File: src/rtl/lsu_pkg.sv
// lsu_pkg: funct3 codes, FSM states and access legality check for the load/store unit
package lsu_pkg;
   localparam logic [2:0] F3_B  = 3'b000;
   localparam logic [2:0] F3_H  = 3'b001;
   localparam logic [2:0] F3_W  = 3'b010;
   localparam logic [2:0] F3_BU = 3'b100;
   localparam logic [2:0] F3_HU = 3'b101;
   typedef enum logic [2:0] {S_IDLE, S_LOAD, S_RMW_READ, S_STORE, S_RESP} state_e;
   function automatic logic access_fault(input logic we, input logic [2:0] f3, input logic [1:0] off);
      logic legal;
      logic misaligned;
      legal = (f3 == F3_B) || (f3 == F3_H) || (f3 == F3_W) || (!we && (f3 == F3_BU || f3 == F3_HU));
      misaligned = (f3[1:0] == 2'b01 && off[0]) || (f3[1:0] == 2'b10 && off != 2'b00);
      return !legal || misaligned;
   endfunction
endpackage

File: src/rtl/lsu_align.sv
// lsu_align: load lane select/extension and sub-word store merge
module lsu_align
   import lsu_pkg::*;
(
   input  logic [31:0] word,
   input  logic [31:0] wdata,
   input  logic [2:0]  funct3,
   input  logic [1:0]  off,
   output logic [31:0] load_data,
   output logic [31:0] store_data
);
   logic [4:0]  byte_sh;
   logic [4:0]  half_sh;
   logic [4:0]  st_sh;
   logic [7:0]  b;
   logic [15:0] h;
   logic [31:0] mask;
   always_comb begin
      byte_sh = {off, 3'b000};
      half_sh = {off[1], 4'b0000};
      b = word[byte_sh +: 8];
      h = word[half_sh +: 16];
      load_data = funct3 == F3_B  ? {{24{b[7]}}, b} :
                  funct3 == F3_BU ? {24'd0, b} :
                  funct3 == F3_H  ? {{16{h[15]}}, h} :
                  funct3 == F3_HU ? {16'd0, h} : word;
      mask = funct3 == F3_B ? 32'h0000_00FF << byte_sh :
             funct3 == F3_H ? 32'h0000_FFFF << half_sh : '1;
      st_sh = funct3 == F3_H ? half_sh : byte_sh;
      store_data = (word & ~mask) | ((wdata << st_sh) & mask);
   end
endmodule

File: src/rtl/load_store_unit.sv
// load_store_unit: multi-cycle load/store initiator with read-modify-write for sub-word stores
module load_store_unit
   import lsu_pkg::*;
(
   input  logic        clk,
   input  logic        rst_n,
   input  logic        req_valid,
   output logic        req_ready,
   input  logic        req_we,
   input  logic [2:0]  req_funct3,
   input  logic [31:0] req_addr,
   input  logic [31:0] req_wdata,
   output logic        resp_valid,
   output logic [31:0] resp_rdata,
   output logic        resp_fault,
   output logic [31:0] mem_addr,
   output logic [31:0] mem_write_data,
   output logic        mem_read,
   output logic        mem_write,
   input  logic [31:0] mem_read_data
);
   state_e      state_q, state_d;
   logic [2:0]  f3_q, f3_d;
   logic [1:0]  off_q, off_d;
   logic [31:0] wdata_q, wdata_d;
   logic [31:0] rdata_q, rdata_d;
   logic        fault_q, fault_d;
   logic        resp_valid_q, resp_valid_d;
   logic        mem_read_q, mem_read_d;
   logic        mem_write_q, mem_write_d;
   logic [31:0] mem_addr_q, mem_addr_d;
   logic [31:0] mem_wdata_q, mem_wdata_d;
   logic [31:0] load_data;
   logic [31:0] store_data;

   lsu_align u_align (
      .word       (mem_read_data),
      .wdata      (wdata_q),
      .funct3     (f3_q),
      .off        (off_q),
      .load_data  (load_data),
      .store_data (store_data)
   );

   // Memory strobes and address are registered alongside the state so they line up with it
   always_comb begin
      state_d = state_q;
      f3_d = f3_q;
      off_d = off_q;
      wdata_d = wdata_q;
      rdata_d = rdata_q;
      fault_d = fault_q;
      resp_valid_d = 1'b0;
      mem_read_d = 1'b0;
      mem_write_d = 1'b0;
      mem_addr_d = '0;
      mem_wdata_d = '0;
      case (state_q)
         S_IDLE: if (req_valid) begin
            f3_d = req_funct3;
            off_d = req_addr[1:0];
            wdata_d = req_wdata;
            rdata_d = '0;
            fault_d = access_fault(req_we, req_funct3, req_addr[1:0]);
            if (fault_d) begin
               state_d = S_RESP;
               resp_valid_d = 1'b1;
            end else begin
               state_d = !req_we ? S_LOAD : req_funct3 == F3_W ? S_STORE : S_RMW_READ;
               mem_read_d = state_d != S_STORE;
               mem_write_d = state_d == S_STORE;
               mem_addr_d = {req_addr[31:2], 2'b00};
               mem_wdata_d = mem_write_d ? req_wdata : '0;
            end
         end
         S_LOAD: begin
            rdata_d = load_data;
            state_d = S_RESP;
            resp_valid_d = 1'b1;
         end
         S_RMW_READ: begin
            state_d = S_STORE;
            mem_write_d = 1'b1;
            mem_addr_d = mem_addr_q;
            mem_wdata_d = store_data;
         end
         S_STORE: begin
            state_d = S_RESP;
            resp_valid_d = 1'b1;
         end
         default: state_d = S_IDLE;
      endcase
   end

   always_ff @(posedge clk or negedge rst_n) begin
      if (!rst_n) begin
         state_q <= S_IDLE;
         f3_q <= '0;
         off_q <= '0;
         wdata_q <= '0;
         rdata_q <= '0;
         fault_q <= 1'b0;
         resp_valid_q <= 1'b0;
         mem_read_q <= 1'b0;
         mem_write_q <= 1'b0;
         mem_addr_q <= '0;
         mem_wdata_q <= '0;
      end else begin
         state_q <= state_d;
         f3_q <= f3_d;
         off_q <= off_d;
         wdata_q <= wdata_d;
         rdata_q <= rdata_d;
         fault_q <= fault_d;
         resp_valid_q <= resp_valid_d;
         mem_read_q <= mem_read_d;
         mem_write_q <= mem_write_d;
         mem_addr_q <= mem_addr_d;
         mem_wdata_q <= mem_wdata_d;
      end
   end

   assign req_ready = state_q == S_IDLE;
   assign resp_valid = resp_valid_q;
   assign resp_rdata = rdata_q;
   assign resp_fault = fault_q;
   assign mem_read = mem_read_q;
   assign mem_write = mem_write_q;
   assign mem_addr = mem_addr_q;
   assign mem_write_data = mem_wdata_q;
endmodule
File: config.mk
export PLATFORM = sky130hd
export DESIGN_NAME = load_store_unit
export DESIGN_NICKNAME = d
export VERILOG_FILES = /design/src/rtl/lsu_pkg.sv /design/src/rtl/lsu_align.sv /design/src/rtl/load_store_unit.sv
export SDC_FILE = /design/constraint.sdc
export NUM_CORES = 1
export LEC_CHECK = 0
export CAP_MARGIN = 20
export CORE_UTILIZATION = 46
export DETAILED_ROUTE_END_ITERATION = 12
export GPL_ROUTABILITY_DRIVEN = 1
export PLACE_DENSITY_LB_ADDON = 0.25
export SLEW_MARGIN = 15
export SYNTH_ARGS = -nofsm -noshare
export SYNTH_HDL_FRONTEND = slang
export SYNTH_SLANG_ARGS = --single-unit
File: constraint.sdc
create_clock -name clk -period 2.2 [get_ports clk]
set_clock_uncertainty 0.15 [all_clocks]
set_input_delay 0.44 -clock clk [delete_from_list [all_inputs] [get_ports clk]]
set_output_delay 0.44 -clock clk [all_outputs]
set_load 0.03 [all_outputs]
==> results of run 1 <==
==> per-layer routing <==
layer / share of wire / track usage / wire [um] / vias to the layer above
met3: 0.063 / 0.0599 / 1340 / 33
met5: 0 / 0 / 0 / -
met2: 0.49 / 0.496 / 10300 / 262
li1: - / - / - / 2599
met1: 0.42 / 0.424 / 8910 / 2882
met4: 0.024 / 0.115 / 501 / 0
==> metrics by stage <==
stage | util | std cells | hold slack (ns) | TNS (ns)
6_report | 0.713 | 1012 | 0.327 | 0
4_1_cts | 0.713 | 1012 | 0.325 | 0
2_1_floorplan | - | 576 | -0.00559 | 0
3_5_place_dp | 0.672 | 979 | 0.272 | -3.44
3_3_place_gp | 0.672 | 979 | 0.264 | -2.53
5_1_grt | 0.713 | 1012 | 0.354 | 0
==> cell usage in the layout, fill, tap and decap left out, drive strengths merged, types with 2 or more instances in the layout <==
| cell type | synthesis | final |
|---|---|---|
| nor3 | 5 | 5 |
| a21oi | 3 | 3 |
| mux2i | 33 | 33 |
| mux4 | 16 | 16 |
| clkinvlp | 0 | 2 |
| dfrtp | 138 | 138 |
| a22o | 38 | 38 |
| o221a | 8 | 8 |
| nor3b | 2 | 2 |
| buf | 19 | 69 |
| inv | 4 | 4 |
| nor2 | 10 | 10 |
| a211oi | 8 | 8 |
| nand2 | 147 | 147 |
| a221o | 17 | 17 |
| o22ai | 18 | 18 |
| a22oi | 16 | 16 |
| clkinv | 0 | 5 |
| o21ai | 49 | 49 |
| clkbuf | 23 | 24 |
| a31oi | 2 | 2 |
| conb | 1 | 2 |
| clkdlybuf4s50 | 0 | 199 |
| and2 | 11 | 11 |
==> power by group <==
part / switching (W) / total, W / internal [W]
clock network: 0.00105 / 0.00265 / 0.00160
registers: 0.000559 / 0.00387 / 0.00331
logic: 0.00341 / 0.00615 / 0.00274
==> area by class of cell <==
type,count,area share
inverters,4,0.00158
well taps,176,0.0231
multi-input cells,392,0.279
flip-flops and latches,138,0.363
clock inverters,8,0.00736
clock buffers,24,0.0496
repair buffers,270,0.277
==> sequential cells by signal, summed over array words and instances (netlist names) <==
| name | cells |
|---|---|
| mem_write_data | 32 |
| mem_addr | 30 |
| wdata_q | 32 |
| state_q | 3 |
| resp_fault | 1 |
| off_q | 2 |
| mem_read | 1 |
| mem_write | 1 |
| f3_q | 3 |
| resp_valid | 1 |
| resp_rdata | 32 |
==> cell families after synthesis <==
group,after synthesis
compound gates,162
buf+inv,46
simple gates,179
other cells,1
flops,138
mux,49
==> worst paths after layout <==
kind	startpoint	endpoint	slack (ns)
setup / recovery	resp_rdata[19]$_DFFE_PN0P_	resp_rdata[19]	0.11
hold / removal	wdata_q[24]$_DFFE_PN0P_	wdata_q[24]$_DFFE_PN0P_	0.33
setup reg to reg	f3_q[0]$_DFFE_PN0P_	mem_write_data[27]$_DFF_PN0_	0.11
hold reg to reg	wdata_q[24]$_DFFE_PN0P_	wdata_q[24]$_DFFE_PN0P_	0.33
max in group asynchronous	rst_n	mem_addr[27]$_DFFE_PN0N_	0.72
min in group asynchronous	rst_n	resp_rdata[28]$_DFFE_PN0P_	0.39
==> timing repair <==
item,in CTS,in global routing
hold buffers,1,0
gates resized for setup,1,0
endpoints found under the hold margin,45,0
endpoints found under the setup margin,1,0
==> impl_metrics.toml, run 1 <==
[timing]
setup_viol = 0
finalCritPeriodShare = 0.951
fin_crit_ns = 2.09
fmax_mhz = 478
slew_violations = 0
tightest_slew_ns = 0.617
hold_viol_final = 0
grt_setup_unrepaired = "false"
maxSlewHeadroom = 0.588
setup_ws_ns = 0.108

[floorplanning]
dieWidth_um = 119
die_h_um = 119
std_cell_rows = 42
io_pins = 204
core_um2 = 13300
die_area_um2 = 14200
start_util = 0.474

[layout]
drive_gt1_frac = 0.150
regArea_um2 = 3450
nets = 926
nFillCells = 997
multiInputGateArea_um2 = 2660
fin_area_um2 = 9520
n_antenna_cell = 0
area_growth_pct = 50.5

[logic_synthesis]
synth_most_common_cell = "nand2_1"
netlist_top_cells_area = "dfrtp_1 (55%), nand2_1 (8.7%), a22o_1 (5.3%)"
synth_cells = 575
synthXorXnorAreaFrac = 0
seq_area_frac_synth = 0.546
synth_top_family_by_area = "compound AO/OA/AOI/OAI gates"
avgSynthCellArea_um2 = 11.0
synth_warnings = 0
synth_compound_area_frac = 0.188
synth_largest_area_cell = "dfrtp_1"
synth_edf_count = 0
netlist_area_um2 = 6330
synth_async_sr_flop_share = 1.00
synth_mux_area_frac = 0.111
ys_top_cells_by_count = "nand2_1 (147), dfrtp_1 (138), o21ai_0 (40), a22o_1 (38), mux2i_1 (33)"
ys_ff_latch = 138
synth_fa_ha_area_frac = 0
ys.flop_type = "dfrtp_1"
synth_simple_gate_area_frac = 0.117
yosys.cell_types.count = 38
synth_top_area_frac = 0.546

[grt]
grt_pass1_vias = 5921
grt_util_all_layers = 0.312
grt_max_degree = 50
grt_pass1_wl_um = 33300
grt_overflow = 0
antenna_found_initial = 0

[power_and_ir_drop]
power_w = 0.0127
p_leak_nw = 4.32
power.density_nw_per_um2 = 1330
worst_ir_drop_vdd_uv = 618

[drt]
drc_errors = 0
viasPerCell = 5.71
drtAntennaViolNets = 0
wl_um = 21100
detail_route.wl_per_cell_um = 20.8
drt_iter0_markers = 436
vias = 5776
drt-pass1-iter-count = 8

[clock_tree]
h-tree-depth = 4
numCtsBuffers = 17
clk_pin_slew_ns = 0.06
numClockSinks = 138
post_cts_buffers = 0
tritoncts = "built"
root_buffer = "clkbuf_16"
clock_path_buffers = 2
clkLatencyLatePin_ns = 0.41

[placement]
dp_hpwl_um = 15600
place_ws_ns = -0.193
routabilityCongestion = 0.942
portBuffers = 201
dpl-instance-area_um2 = 8970

[worst_setup_path]
crit_buf_inv = 1
path_cells = "clkdlybuf4s50_1"
crit_path_end_kind = "output port"
cp.depth = 1
r2r_cells = 4
slowest_delay_ns = 0.69
cp_max_fo = 2
critPathKind = "reg2out"
cp.required_ns = 1.61
cp-start-kind = "flop"
cpMaxStageDelayCell = "clkdlybuf4s50_1"
path_delay_family = "buffers and inverters"
cp.arrival_ns = 1.50

[hold_path]
hp-class = "reg2reg"
worstHoldPathCells = 2

[job]
max_cap_violations = 0

[status]
outcome = "completed"
Power figures use the tool's default switching activity.
==> run 2, diff against run 1 <==
==> constraint.sdc (replaced) <==
create_clock -name clk -period 2.2 [get_ports clk]
set_clock_uncertainty 0.15 [all_clocks]
set_input_delay 0.44 -clock clk [delete_from_list [all_inputs] [get_ports clk]]
set_output_delay 0.44 -clock clk [all_outputs]
set_load 0.01 [all_outputs]
==> run 2 against run 1 <==
Cell count fell by 0.79%. Register-to-register slack gained 0.02 ns. Power down 2.4%. Combinational power down 12%. Critical path depth up 5. Maximum frequency is 1.0% higher.
==> impl_metrics.toml, run 2 (same netlist as run 1, synthesis figures left out) <==
[hold_path]
hp-class = "reg2reg"

[layout]
final_common_cell = "clkdlybuf4s50_1"
drive_gt1_frac = 0.147
nets = 919
mostFrequentLayoutCells = "clkdlybuf4s50_1 (199), nand2_1 (146), dfrtp_1 (137)"
area_growth_pct = 51.4
fin_util = 0.718
n_antenna_cell = 0

[clock_tree]
clock_path_buffers = 2
clkLatencyLatePin_ns = 0.42
tritoncts = "built"
root_buffer = "clkbuf_16"
numCtsBuffers = 17
clk_pin_slew_ns = 0.06
h-tree-depth = 4
numClockSinks = 138

[timing]
fin_crit_ns = 2.07
maxSlewHeadroom = 0.604
hold_viol_final = 0
hold_slack_ns = 0.329
slew_violations = 0
grt_setup_unrepaired = "false"
setup_viol = 0
tightest_slew_ns = 0.595
setup_ws_ns = 0.130
fmax_mhz = 483
finalCritPeriodShare = 0.941

[worst_setup_path]
path_delay_family = "multiplexers"
path_cells = "nor2_2 > a21oi_4 > buf_12 > mux4_1 > mux2i_1 > o22ai_1"
cp_max_fo = 18
crit_buf_inv = 1
crit_path_end_kind = "flop"
slowest_delay_ns = 0.56
critPathKind = "reg2reg"
cp-start-kind = "flop"
cpMaxStageDelayCell = "mux4_1"
cp.required_ns = 2.34
cp.arrival_ns = 2.21

[drt]
viasPerCell = 5.81
wl_um = 20700
drc_errors = 0
detail_route.wl_per_cell_um = 20.6
drt_iter0_markers = 565
vias = 5832
drtAntennaViolNets = 0
drt-pass1-iter-count = 5

[power_and_ir_drop]
power.density_nw_per_um2 = 1290
p_leak_nw = 4.33
worst_ir_drop_vdd_uv = 788

[grt]
grt_pass1_wl_um = 32400
grt_util_all_layers = 0.304
antenna_found_initial = 0
grt_max_degree = 50
grt_overflow = 0
grt_pass1_vias = 5636

[placement]
portBuffers = 201
dp_hpwl_um = 15400
place_ws_ns = -0.186
routabilityCongestion = 0.971

[floorplanning]
std_cell_rows = 42
die_h_um = 119
core_um2 = 13300
die_area_um2 = 14200
io_pins = 204
start_util = 0.474
dieWidth_um = 119

[job]
max_cap_violations = 0

[status]
outcome = "completed"
run 2: cell count changes in the layout (fill, tap and decap cells not counted), sizes merged:
cell,previous run,this run
buf,69,62
bufinv,1,4
clkinv,5,2
clkinvlp,2,1
run 2: area by class of cell:
cell class	count	area, um^2
clock buffers	24	492
clock inverters	7	138
fillers	977	3770
inverters	4	15.0
multi-input cells	392	2670
flip-flops and latches	138	3450
well taps	176	220
repair buffers	263	2590
run 2: path summary, 6_finish.rpt:
path / endpoint / slack, ns / cells past startpoint / start
setup / recovery: mem_write_data[27]$_DFF_PN0_ / 0.13 / 6 / f3_q[1]$_DFFE_PN0P_
hold / removal: wdata_q[24]$_DFFE_PN0P_ / 0.33 / 2 / wdata_q[24]$_DFFE_PN0P_
setup reg to reg: mem_write_data[27]$_DFF_PN0_ / 0.13 / 6 / f3_q[1]$_DFFE_PN0P_
hold reg to reg: wdata_q[24]$_DFFE_PN0P_ / 0.33 / 2 / wdata_q[24]$_DFFE_PN0P_
max in group asynchronous: mem_addr[21]$_DFFE_PN0N_ / 0.83 / 3 / rst_n
min in group asynchronous: resp_rdata[21]$_DFFE_PN0P_ / 0.37 / 2 / rst_n
run 2: what timing repair did:
action                                  4_1_cts  5_1_grt
hold buffers                                  1        0
resized for setup                             5        1
endpoints found under the hold margin        46        0
buffers inserted                              0        0
pin swaps                                     0        0
endpoints found under the setup margin        2        2
run 2: power breakdown:
| part | leakage (nW) | internal, W | switching, W | total (W) |
|---|---|---|---|---|
| clock | 0.306 | 0.00201 | 0.00105 | 0.00306 |
| sequential | 1.84 | 0.00331 | 0.000592 | 0.00390 |
| combinational | 2.19 | 0.00270 | 0.00270 | 0.00540 |
| total | 4.33 | 0.00802 | 0.00434 | 0.0124 |
run 2: worst reg2reg max path, stage by stage (launching register included):
cell     delay [ns]
dfrtp_1        0.36
nor2_2         0.07
a21oi_4        0.17
buf_12         0.18
mux4_1         0.57
mux2i_1        0.29
o22ai_1        0.15
run 2: stage by stage:
| stage | total power (W) | TNS, ns | instances | cell area, um^2 |
|---|---|---|---|---|
| after floorplan | 0.00687 | 0 | 576 | 6330 |
| after global placement | 0.00909 | -2.43 | 972 | 8920 |
| after detailed placement | 0.00925 | -3.36 | 972 | 8920 |
| after CTS | 0.0124 | 0 | 1004 | 9580 |
| after global routing | 0.0130 | 0 | 1004 | 9580 |
| final | 0.0124 | 0 | 1004 | 9580 |
run 2: per-layer routing:
layer	share of wire	vias up	global-route usage	wire, um
met5	0	-	0	0
met4	0.034	0	0.128	696
met3	0.081	50	0.0580	1680
met2	0.48	311	0.473	9910
met1	0.41	2882	0.416	8420
li1	-	2589	-	-
